===== src/rtl/cpu_pkg.sv =====
// cpu_pkg: types and constants shared by the Execution, Memory and write-back stages.
// Holds the memory-stage FSM state, the zero-register index and the MEM/WB control bundle.
package cpu_pkg;

  typedef enum logic {
    IDLE   = 1'b0,
    ACCESS = 1'b1
  } dmem_state_t;

  localparam logic [4:0] XZR_IDX = 5'd31;

  typedef struct packed {
    logic mem_read;
    logic mem_write;
    logic mem_to_reg;
    logic reg_write;
    logic branch;
  } memwb_ctrl_t;

  // A request with both read and write set is handled as a store, so a load needs read without write.
  function automatic logic is_load(input memwb_ctrl_t ctrl);
    return ctrl.mem_read & ~ctrl.mem_write;
  endfunction

endpackage


===== src/rtl/dmem_stage_if.sv =====
// dmem_stage_if: req/ack data-memory bus between the memory stage (master) and the data memory (slave).
// The master holds dmem_req, dmem_we, dmem_addr and dmem_wdata stable until the slave returns dmem_ack.
interface dmem_stage_if #(
  parameter int XLEN = 64
);
  logic            dmem_req;
  logic            dmem_we;
  logic [XLEN-1:0] dmem_addr;
  logic [XLEN-1:0] dmem_wdata;
  logic            dmem_ack;
  logic [XLEN-1:0] dmem_rdata;

  modport master (
    output dmem_req, dmem_we, dmem_addr, dmem_wdata,
    input  dmem_ack, dmem_rdata
  );

  modport slave (
    input  dmem_req, dmem_we, dmem_addr, dmem_wdata,
    output dmem_ack, dmem_rdata
  );
endinterface


===== src/rtl/dmem_watchdog.sv =====
// dmem_watchdog: counts cycles spent waiting for a memory ack and flags the last allowed cycle.
// Only instantiated when DMEM_TIMEOUT_EN is defined.
// 'clear' zeroes the count, 'start' lets it advance, 'expired' is high during the
// TIMEOUT_CYCLES-th consecutive cycle of 'start'.
module dmem_watchdog #(
  parameter int TIMEOUT_CYCLES = 16
) (
  input  logic clk,
  input  logic rst_n,
  input  logic start,
  input  logic clear,
  output logic expired
);

  localparam int CW = $clog2(TIMEOUT_CYCLES + 1);

  logic [CW-1:0] count;

  assign expired = start & (count == CW'(TIMEOUT_CYCLES - 1));

  // Advance the wait counter while started, holding at the expiry value; clear has priority.
  always_ff @(posedge clk or negedge rst_n) begin
    if (!rst_n) begin
      count <= '0;
    end else if (clear) begin
      count <= '0;
    end else if (start && !expired) begin
      count <= count + CW'(1);
    end
  end

endmodule


===== src/rtl/dmem_stage.sv =====
// dmem_stage: LEGv8 memory stage between Execution and write-back.
// Runs one LDUR/STUR over the req/ack bus while stalling Execution, then emits a
// one-cycle write-back record together with the branch decision.
// Optional feature macro: DMEM_TIMEOUT_EN aborts an access after TIMEOUT_CYCLES
// cycles without ack and pulses bus_err; without it the stage waits forever.
module dmem_stage
  import cpu_pkg::*;
#(
  parameter int XLEN           = 64,
  parameter int REG_AW         = 5,
  parameter int TIMEOUT_CYCLES = 16
) (
  input  logic              clk,
  input  logic              rst_n,
  input  logic              in_valid,
  output logic              in_ready,
  input  logic [XLEN-1:0]   alu_result,
  input  logic [XLEN-1:0]   store_data,
  input  logic [REG_AW-1:0] rd,
  input  logic              mem_read,
  input  logic              mem_write,
  input  logic              mem_to_reg,
  input  logic              reg_write,
  input  logic              branch,
  input  logic              zero,
  input  logic [XLEN-1:0]   branch_target,
  dmem_stage_if.master      dmem,
  output logic              wb_valid,
  output logic              wb_reg_write,
  output logic [REG_AW-1:0] wb_rd,
  output logic [XLEN-1:0]   wb_data,
  output logic              pc_src,
  output logic [XLEN-1:0]   pc_target,
  output logic              bus_err
);

  dmem_state_t       state;
  memwb_ctrl_t       in_ctrl;
  memwb_ctrl_t       pend_ctrl;
  logic [REG_AW-1:0] pend_rd;
  logic              pend_zero;
  logic [XLEN-1:0]   pend_target;
  logic              req_q;
  logic              we_q;
  logic [XLEN-1:0]   addr_q;
  logic [XLEN-1:0]   wdata_q;

  assign in_ctrl = '{mem_read:   mem_read,
                     mem_write:  mem_write,
                     mem_to_reg: mem_to_reg,
                     reg_write:  reg_write,
                     branch:     branch};

  assign in_ready        = (state == IDLE);
  assign dmem.dmem_req   = req_q;
  assign dmem.dmem_we    = we_q;
  assign dmem.dmem_addr  = addr_q;
  assign dmem.dmem_wdata = wdata_q;

`ifdef DMEM_TIMEOUT_EN
  logic wd_expired;
  logic bus_err_q;

  assign bus_err = bus_err_q;

  dmem_watchdog #(
    .TIMEOUT_CYCLES(TIMEOUT_CYCLES)
  ) u_watchdog (
    .clk    (clk),
    .rst_n  (rst_n),
    .start  (state == ACCESS),
    .clear  (state == IDLE),
    .expired(wd_expired)
  );
`else
  logic unused_timeout_cfg;

  assign unused_timeout_cfg = (TIMEOUT_CYCLES == 0);
  assign bus_err            = 1'b0;
`endif

  // Stage FSM: pass non-memory ops straight to write-back, hold memory ops in ACCESS until ack (or timeout).
  always_ff @(posedge clk or negedge rst_n) begin
    if (!rst_n) begin
      state        <= IDLE;
      pend_ctrl    <= '0;
      pend_rd      <= '0;
      pend_zero    <= 1'b0;
      pend_target  <= '0;
      req_q        <= 1'b0;
      we_q         <= 1'b0;
      addr_q       <= '0;
      wdata_q      <= '0;
      wb_valid     <= 1'b0;
      wb_reg_write <= 1'b0;
      wb_rd        <= '0;
      wb_data      <= '0;
      pc_src       <= 1'b0;
      pc_target    <= '0;
`ifdef DMEM_TIMEOUT_EN
      bus_err_q    <= 1'b0;
`endif
    end else begin
      wb_valid <= 1'b0;
`ifdef DMEM_TIMEOUT_EN
      bus_err_q <= 1'b0;
`endif
      case (state)
        IDLE: begin
          if (in_valid) begin
            if (mem_read || mem_write) begin
              state       <= ACCESS;
              pend_ctrl   <= in_ctrl;
              pend_rd     <= rd;
              pend_zero   <= zero;
              pend_target <= branch_target;
              req_q       <= 1'b1;
              we_q        <= mem_write;
              addr_q      <= alu_result;
              wdata_q     <= store_data;
            end else begin
              wb_valid     <= 1'b1;
              wb_reg_write <= reg_write & (rd != REG_AW'(XZR_IDX));
              wb_rd        <= rd;
              wb_data      <= alu_result;
              pc_src       <= branch & zero;
              pc_target    <= branch_target;
            end
          end
        end
        ACCESS: begin
          if (dmem.dmem_ack) begin
            state        <= IDLE;
            req_q        <= 1'b0;
            we_q         <= 1'b0;
            wb_valid     <= 1'b1;
            wb_reg_write <= pend_ctrl.reg_write & (pend_rd != REG_AW'(XZR_IDX));
            wb_rd        <= pend_rd;
            wb_data      <= (pend_ctrl.mem_to_reg && is_load(pend_ctrl)) ? dmem.dmem_rdata : addr_q;
            pc_src       <= pend_ctrl.branch & pend_zero;
            pc_target    <= pend_target;
          end
`ifdef DMEM_TIMEOUT_EN
          else if (wd_expired) begin
            state        <= IDLE;
            req_q        <= 1'b0;
            we_q         <= 1'b0;
            wb_valid     <= 1'b1;
            wb_reg_write <= 1'b0;
            wb_rd        <= pend_rd;
            wb_data      <= addr_q;
            pc_src       <= 1'b0;
            pc_target    <= pend_target;
            bus_err_q    <= 1'b1;
          end
`endif
        end
        default: state <= IDLE;
      endcase
    end
  end

endmodule


===== src/flat_wrapper.sv =====
// flat-port wrapper written by rule: the top's interface ports become plain ports
module dmem_stage_flat import cpu_pkg::*;
#(
  parameter int XLEN           = 64,
  parameter int REG_AW         = 5,
  parameter int TIMEOUT_CYCLES = 16
)
  (clk, rst_n, in_valid, in_ready, alu_result, store_data, rd, mem_read, mem_write, mem_to_reg, reg_write, branch, zero, branch_target, wb_valid, wb_reg_write, wb_rd, wb_data, pc_src, pc_target, bus_err, dmem_dmem_req, dmem_dmem_we, dmem_dmem_addr, dmem_dmem_wdata, dmem_dmem_ack, dmem_dmem_rdata);
  dmem_stage_if #(.XLEN(XLEN)) dmem_i ();
  input  logic clk;
  input  logic rst_n;
  input  logic in_valid;
  output logic in_ready;
  input  logic [XLEN-1:0] alu_result;
  input  logic [XLEN-1:0] store_data;
  input  logic [REG_AW-1:0] rd;
  input  logic mem_read;
  input  logic mem_write;
  input  logic mem_to_reg;
  input  logic reg_write;
  input  logic branch;
  input  logic zero;
  input  logic [XLEN-1:0] branch_target;
  output logic wb_valid;
  output logic wb_reg_write;
  output logic [REG_AW-1:0] wb_rd;
  output logic [XLEN-1:0] wb_data;
  output logic pc_src;
  output logic [XLEN-1:0] pc_target;
  output logic bus_err;
  output wire logic [$bits(dmem_i.dmem_req)-1:0] dmem_dmem_req;
  output wire logic [$bits(dmem_i.dmem_we)-1:0] dmem_dmem_we;
  output wire logic [$bits(dmem_i.dmem_addr)-1:0] dmem_dmem_addr;
  output wire logic [$bits(dmem_i.dmem_wdata)-1:0] dmem_dmem_wdata;
  input wire logic [$bits(dmem_i.dmem_ack)-1:0] dmem_dmem_ack;
  input wire logic [$bits(dmem_i.dmem_rdata)-1:0] dmem_dmem_rdata;
  assign dmem_dmem_req = dmem_i.dmem_req;
  assign dmem_dmem_we = dmem_i.dmem_we;
  assign dmem_dmem_addr = dmem_i.dmem_addr;
  assign dmem_dmem_wdata = dmem_i.dmem_wdata;
  assign dmem_i.dmem_ack = dmem_dmem_ack;
  assign dmem_i.dmem_rdata = dmem_dmem_rdata;
  dmem_stage #(.XLEN(XLEN), .REG_AW(REG_AW), .TIMEOUT_CYCLES(TIMEOUT_CYCLES)) u_core (.clk(clk), .rst_n(rst_n), .in_valid(in_valid), .in_ready(in_ready), .alu_result(alu_result), .store_data(store_data), .rd(rd), .mem_read(mem_read), .mem_write(mem_write), .mem_to_reg(mem_to_reg), .reg_write(reg_write), .branch(branch), .zero(zero), .branch_target(branch_target), .dmem(dmem_i), .wb_valid(wb_valid), .wb_reg_write(wb_reg_write), .wb_rd(wb_rd), .wb_data(wb_data), .pc_src(pc_src), .pc_target(pc_target), .bus_err(bus_err));
endmodule

===== config.mk =====
export PLATFORM = sky130hd
export DESIGN_NAME = dmem_stage_flat
export DESIGN_NICKNAME = d
export VERILOG_FILES = /design/src/rtl/cpu_pkg.sv /design/src/rtl/dmem_stage_if.sv /design/src/rtl/dmem_watchdog.sv /design/src/rtl/dmem_stage.sv /design/src/flat_wrapper.sv
export SDC_FILE = /design/constraint.sdc
export NUM_CORES = 1
export LEC_CHECK = 0
export ABC_AREA = 1
export CORE_AREA = 4 4 206 208
export CTS_CLUSTER_SIZE = 10
export DETAILED_ROUTE_END_ITERATION = 12
export DIE_AREA = 0 0 210 212
export PLACE_DENSITY_LB_ADDON = 0.08
export SLEW_MARGIN = 25
export SYNTH_ARGS = -nofsm -noshare
export SYNTH_HDL_FRONTEND = slang
export SYNTH_HIERARCHICAL = 1
export SYNTH_SLANG_ARGS = --single-unit

===== constraint.sdc =====
create_clock -name clk -period 2.5 [get_ports clk]
set_clock_uncertainty 0.05 [all_clocks]
set_input_delay 0.25 -clock clk [delete_from_list [all_inputs] [get_ports clk]]
set_output_delay 0.25 -clock clk [all_outputs]
set_load 0.02 [all_outputs]

==> impl_metrics.json, run 1 <==
{
  "critical-path-slowest-cell": "sky130_fd_sc_hd__clkdlybuf4s50_1",
  "drt-pass1-iter-count": 5,
  "cp_num_buf_inv": 2,
  "yosys.cell_count.top_type": "sky130_fd_sc_hd__nand2_1",
  "floorplan.initialDensity": 0.3801,
  "ys_seq_area_frac": 0.5551,
  "max_transition_margin": 0.4127,
  "path_depth": 2,
  "initial_antenna_violation_count": 11,
  "total_power_mw": 21.01,
  "syn-cell-area_um2": 15420,
  "postSynthRegisterBits": 342,
  "route.detailed.wl_per_inst_um": 18.89,
  "vias_per_cell": 4.855,
  "worst_slew_pin_slew_ns": 0.8810,
  "hold_viol_final": 0,
  "placed_cell_area_um2": 21360,
  "chipHeight_um": 212,
  "final_layout_size_suffix_gt1_frac": 0.04071,
  "floorplan.rows": 74,
  "i_o_pin_cnt": 539,
  "cts-buffers-inserted": 41,
  "run_status": "complete, no violations",
  "setup.worst_path.class": "reg2out",
  "clock_tree.htree_level_count": 2,
  "final_max_slew_viol_count": 0,
  "setup-tns-final_ns": 0,
  "antenna_left": 0,
  "netlist_instances": 1897,
  "synth-edff-count": 0,
  "drtIter0Drc": 857,
  "finish.net_count": 2664,
  "worst_skew_pair.late_latency_ns": 0.55,
  "synth_top_cells_by_area": "sky130_fd_sc_hd__dfrtp_1, sky130_fd_sc_hd__nand2_1, sky130_fd_sc_hd__inv_1",
  "placeableCoreArea_um2": 40550,
  "cts.repair_timing.setup_buffer_count": 0,
  "synth_common_cells": "sky130_fd_sc_hd__nand2_1, sky130_fd_sc_hd__dfrtp_1, sky130_fd_sc_hd__inv_1",
  "arrival_time_at_the_worst_endpoint_ns": 2.05,
  "grt_setup_unrepaired": "false",
  "synthDistinctLibCells": 21,
  "crit_path_max_fanout": 23,
  "path_clk_slew_ns": 0.06,
  "synth_top_area_cell": "sky130_fd_sc_hd__dfrtp_1",
  "finish.cell_count_without_fillers": 2944,
  "required_ns": 2.20,
  "first_global_vias": 14260,
  "place_congestion": 0.8673,
  "yosysTopAreaCellShare": 0.5551,
  "cts_num_sinks": 342,
  "critical_path.cell_chain": "inv_6, clkdlybuf4s50_1",
  "max-clock-path-buffers": 3,
  "die_area_um2": 44520,
  "yosysWarningCount": 6,
  "timing.final.crit_share": 0.9397,
  "maximum_clock_frequency_mhz": 425.7,
  "ctsRootBufferMaster": "sky130_fd_sc_hd__clkbuf_16",
  "tritoncts_clock_tree": "done",
  "setup_viol_count_final": 0,
  "area_growth_pct": 46.23,
  "rr_worst_depth": 4,
  "minimum_clock_period_after_layout_ns": 2.349,
  "cp_top_family": "buffers and inverters",
  "grt_pass1_wl_um": 84680,
  "hp-class": "in2async",
  "globalRoute.totalOverflow": 0,
  "synth.net_count": 2168,
  "grtUsageTotal": 0.2421,
  "timing.critical_path.to_type": "output port",
  "cap_violations": 0,
  "postRouteWirelength_um": 55600,
  "asyncSetResetFlopFracSynth": 1.000,
  "remaining_drc_errors": 0,
  "postSynthAreaPerCell_um2": 8.127,
  "detailedPlacementHpwl_um": 38960,
  "port-buffer-count": 537,
  "pwr_density_cell_nw_per_um2": 931.9,
  "cp-start-kind": "flop",
  "worst_vdd_drop_mv": 0.5348,
  "fin_util": 0.5559,
  "finalInstanceArea_um2": 22540,
  "static-leakage-power_nw": 10.84,
  "floorplan.die.width_um": 210,
  "critical-path-max-stage-delay_ns": 0.70,
  "ys_dominant_reg_cell": "sky130_fd_sc_hd__dfrtp_1",
  "via_total_after_detailed_routing": 14290,
  "largest_net_degree_at_the_start_of_global_routing": 153,
  "post-place-cells": 2881
}
## state kept, by name (all words and copies together) (netlist names), 5 cells and up
name and flops:
u_core/pend_target 64, u_core/pend_ctrl 5, u_core/pend_rd 5, u_core/wb_rd 5
u_core/wb_data 64, u_core/pc_target 64, u_core/dmem.dmem_wdata 64, u_core/dmem.dmem_addr 64
## power breakdown
| part | internal (mW) | switching [mW] |
|---|---|---|
| sequential | 7.00 | 0.908 |
| combinational | 3.39 | 4.31 |
| clock | 3.14 | 2.26 |
| total | 13.5 | 7.48 |
## final timing paths
path	from	end	slack [ns]
setup / recovery	u_core/state	in_ready	0.15
hold / removal	rst_n	u_core/pc_target[51]	0.19
setup reg to reg	u_core/state	u_core/dmem.dmem_addr[11]	0.41
hold reg to reg	u_core/dmem.dmem_wdata[46]	u_core/dmem.dmem_wdata[46]	0.42
max in group asynchronous	rst_n	u_core/dmem.dmem_wdata[63]	1.28
min in group clk	store_data[15]	u_core/dmem.dmem_wdata[15]	0.19
## through the flow
| step | worst slack (ns) | hold slack [ns] |
|---|---|---|
| global placement | 0.4333 | 0.2061 |
| global route | 0.1055 | 0.1744 |
| finish | 0.1507 | 0.1852 |
| floorplan | 0.9691 | -0.09559 |
| CTS | 0.1311 | 0.1526 |
| detailed placement | 0.3873 | 0.2033 |
## metal layers
layer  routed length (um)  track usage
met5                   88            0
met4                 1662      0.07943
met3                 4436      0.07245
met2                26870       0.3996
met1                22550       0.3079
## placed cells by master (no fill, tap or decap)
cell and count:
sky130_fd_sc_hd__a21boi_0 64, sky130_fd_sc_hd__nor2_4 1, sky130_fd_sc_hd__nand2_4 1, sky130_fd_sc_hd__nand3_1 70, sky130_fd_sc_hd__nor3_4 1, sky130_fd_sc_hd__nand2_2 2
sky130_fd_sc_hd__buf_8 1, sky130_fd_sc_hd__nor2_1 67, sky130_fd_sc_hd__clkinv_2 2, sky130_fd_sc_hd__inv_2 1, sky130_fd_sc_hd__nand2_1 749, sky130_fd_sc_hd__conb_1 1
sky130_fd_sc_hd__o21a_1 1, sky130_fd_sc_hd__o21bai_1 1, sky130_fd_sc_hd__buf_12 16, sky130_fd_sc_hd__clkdlybuf4s50_1 536, sky130_fd_sc_hd__dlygate4sd3_1 1, sky130_fd_sc_hd__o21ai_0 96
sky130_fd_sc_hd__nand3_2 1, sky130_fd_sc_hd__dfrtp_2 1, sky130_fd_sc_hd__dfrtp_1 341, sky130_fd_sc_hd__diode_2 5, sky130_fd_sc_hd__clkbuf_1 9, sky130_fd_sc_hd__o211ai_1 69
sky130_fd_sc_hd__clkbuf_8 2, sky130_fd_sc_hd__o21ai_1 40, sky130_fd_sc_hd__buf_4 22, sky130_fd_sc_hd__o21ai_2 1, sky130_fd_sc_hd__inv_6 3, sky130_fd_sc_hd__clkbuf_16 43
sky130_fd_sc_hd__inv_1 200, sky130_fd_sc_hd__a21oi_1 64
## final cells by class
class / instances / area, um^2
timing repair buffer: 576 / 5876
clock buffer: 54 / 1137
fill: 3795 / 18010
clock inverter: 3 / 18.77
tap: 532 / 665.6
antenna: 5 / 12.51
multi-input combinational: 1229 / 5502
inverter: 203 / 772.0
sequential: 342 / 8559
## cell families after synthesis
| logic type | share of synthesized area |
|---|---|
| simple gates | 0.2238 |
| flops | 0.5551 |
| compound gates | 0.1312 |
| buf+inv | 0.08960 |
| other cells | 0.0002433 |
## timing repair
item	in CTS	in global routing
hold endpoints to repair	52	0
hold buffers	1	0
resized for setup	0	0
setup endpoints to repair	0	0
Note: power is estimated with default switching activity, not from simulation.
==> inputs of run 2 (changes only) <==
Settings changed: GPL_ROUTABILITY_DRIVEN set to 0.
==> results of run 2 <==
Final layout, timing and power as in run 1 (identical DEF).
==> inputs of run 3 (changes only) <==
Settings changed: REMOVE_ABC_BUFFERS set to 1.
==> run 3 against run 2 <==
Against the previous run:
- core utilization increased by 0.24 points
- combinational power increased by 1%
- global-route usage increased by 0.57 points
- clock power increased by 4.6%
- sequential power decreased by 0.8%
- final area increased by 0.44%
- wire length increased by 1.8%
- setup slack got worse by 0.061 ns
==> impl_metrics.json, run 3 (synthesis results as in run 1) <==
{
  "static-leakage-power_nw": 10.89,
  "finish.net_count": 2664,
  "critical-path-max-stage-delay_ns": 0.64,
  "finalInstanceArea_um2": 22640,
  "critical-path-slowest-cell": "sky130_fd_sc_hd__clkdlybuf4s50_1",
  "drtIter0Drc": 798,
  "first_global_vias": 14490,
  "total_power_mw": 21.29,
  "globalRoute.totalOverflow": 0,
  "postRouteWirelength_um": 56630,
  "r2r_start": "u_core/state",
  "floorplan.die.width_um": 210,
  "final_cell_mix": "sky130_fd_sc_hd__nand2_1, sky130_fd_sc_hd__clkdlybuf4s50_1, sky130_fd_sc_hd__dfrtp_1",
  "via_total_after_detailed_routing": 14440,
  "cap_violations": 0,
  "timing.final.crit_share": 0.9641,
  "floorplan.initialDensity": 0.3801,
  "internal_power_mw": 13.78,
  "i_o_pin_cnt": 539,
  "path_clk_slew_ns": 0.06,
  "grt_setup_unrepaired": "false",
  "worst_setup_path_startpoint": "u_core/state",
  "final_layout_size_suffix_gt1_frac": 0.04186,
  "max-clock-path-buffers": 3,
  "post_cts.resized_instances": 0,
  "area_growth_pct": 46.87,
  "max_transition_margin": 0.4598,
  "multiInputGateArea_um2": 5502,
  "vias_per_cell": 4.894,
  "cp_num_buf_inv": 3,
  "placeableCoreArea_um2": 40550,
  "pwr_density_cell_nw_per_um2": 940.2,
  "num-fill-cells": 3733,
  "placed_cell_area_um2": 21370,
  "clock_tree.htree_level_count": 2,
  "maximum_clock_frequency_mhz": 414.9,
  "switch_share": 0.3526,
  "largest_net_degree_at_the_start_of_global_routing": 80,
  "clock_power_share": 0.266,
  "worst_slew_pin_slew_ns": 0.8102,
  "setup.worst_path.class": "reg2out",
  "final-seq-area_um2": 8559,
  "antenna_left": 0,
  "crit_path_max_fanout": 27,
  "drt-pass1-iter-count": 6,
  "grtUsageTotal": 0.2478,
  "critical_path.cell_chain": "buf_4, inv_6, clkdlybuf4s50_1",
  "arrival_time_at_the_worst_endpoint_ns": 2.11,
  "run_status": "complete, no violations",
  "cp-start-kind": "flop",
  "ctsRootBufferMaster": "sky130_fd_sc_hd__clkbuf_16",
  "hold_viol_final": 0,
  "cts-buffers-inserted": 42,
  "most_frequent_standard_cell_in_the_layout_excluding_fill_and_tap_cells": "sky130_fd_sc_hd__nand2_1",
  "hp-class": "in2async",
  "timing.critical_path.to_type": "output port",
  "grt_pass1_wl_um": 86600,
  "required_ns": 2.20,
  "cp_top_family": "buffers and inverters",
  "chipHeight_um": 212,
  "tritoncts_clock_tree": "done",
  "remaining_drc_errors": 0,
  "detailedPlacementHpwl_um": 39260,
  "cts_hold_repair.buffers": 1,
  "cts_num_sinks": 342,
  "route.detailed.wl_per_inst_um": 19.20,
  "die_area_um2": 44520,
  "setup_viol_count_final": 0,
  "port-buffer-count": 537,
  "floorplan.rows": 74,
  "power.switching_mw": 7.506,
  "worst_skew_pair.late_latency_ns": 0.55,
  "initial_antenna_violation_count": 12,
  "p_comb_frac": 0.365,
  "worst_vdd_drop_mv": 0.4973,
  "final_max_slew_viol_count": 0,
  "share_seq_of_total_power": 0.369,
  "minimum_clock_period_after_layout_ns": 2.410,
  "cts.repair_timing.setup_buffer_count": 0
}
## run 3: cell count changes in the layout (fill, tap and decap cells not counted)
cell	before	now
sky130_fd_sc_hd__clkbuf_16	43	45
sky130_fd_sc_hd__buf_4	22	20
sky130_fd_sc_hd__clkbuf_8	2	5
sky130_fd_sc_hd__clkbuf_1	9	12
sky130_fd_sc_hd__inv_6	3	2
sky130_fd_sc_hd__buf_12	16	17
## run 3: per-stage QoR
stage / setup WS, ns / setup TNS (ns) / util / instances / hold WS, ns
after global placement: 0.3105 / 0 / 0.5269 / 2880 / 0.1788
after floorplan: -4.920 / -1291.81 / - / 1774 / -0.09559
after detailed placement: 0.2337 / 0 / 0.5269 / 2880 / 0.1725
after CTS: 0.04410 / 0 / 0.5580 / 2945 / 0.1389
after global routing: 0.001028 / 0 / 0.5583 / 2950 / 0.1719
final: 0.08971 / 0 / 0.5583 / 2950 / 0.1796
## run 3: cell type report
| class | count | share of cell area |
|---|---|---|
| Clock buffer | 62 | 0.05476 |
| Inverter | 203 | 0.03410 |
| Timing Repair Buffer | 575 | 0.2597 |
| Multi-Input combinational cell | 1229 | 0.2430 |
| Clock inverter | 2 | 0.0004421 |
| Antenna cell | 5 | 0.0005526 |
| Sequential cell | 342 | 0.3780 |
| Tap cell | 532 | 0.02940 |
## run 3: power by group through the flow
stage	clock network, mW	registers, mW	logic [mW]
after floorplan	0	9.32	2.14
after global placement	0	7.88	7.78
after detailed placement	0	7.91	7.85
after CTS	5.83	7.86	7.87
after global routing	6.07	8.05	8.38
final	5.65	7.85	7.78
## run 3: path summary, 6_finish.rpt
path / endpoint / slack (ns) / cells after the start
worst min register to register: u_core/dmem.dmem_wdata[1] / 0.42 / 2
worst max register to register: u_core/wb_data[23] / 0.45 / 5
min in group clk: u_core/dmem.dmem_wdata[23] / 0.18 / 3
max in group asynchronous: u_core/pc_target[14] / 1.34 / 4
worst min-delay path: u_core/pc_target[43] / 0.18 / 2
worst max-delay path: in_ready / 0.09 / 3
## run 3: layer usage
layer | vias to the layer above | part of all wire | global-route usage
li1 | 6922 | - | -
met5 | - | 0.0018 | 0
met3 | 91 | 0.086 | 0.08426
met2 | 518 | 0.47 | 0.3999
met4 | 14 | 0.028 | 0.07133
met1 | 6891 | 0.41 | 0.3204
## run 3: worst reg2reg max path, cell delays in order (launching register included)
cell and delay, ns:
sky130_fd_sc_hd__dfrtp_2 0.49, sky130_fd_sc_hd__nor2_1 0.13, sky130_fd_sc_hd__nand2_2 0.17, sky130_fd_sc_hd__buf_4 0.65
sky130_fd_sc_hd__a21boi_0 0.25, sky130_fd_sc_hd__a21oi_1 0.21
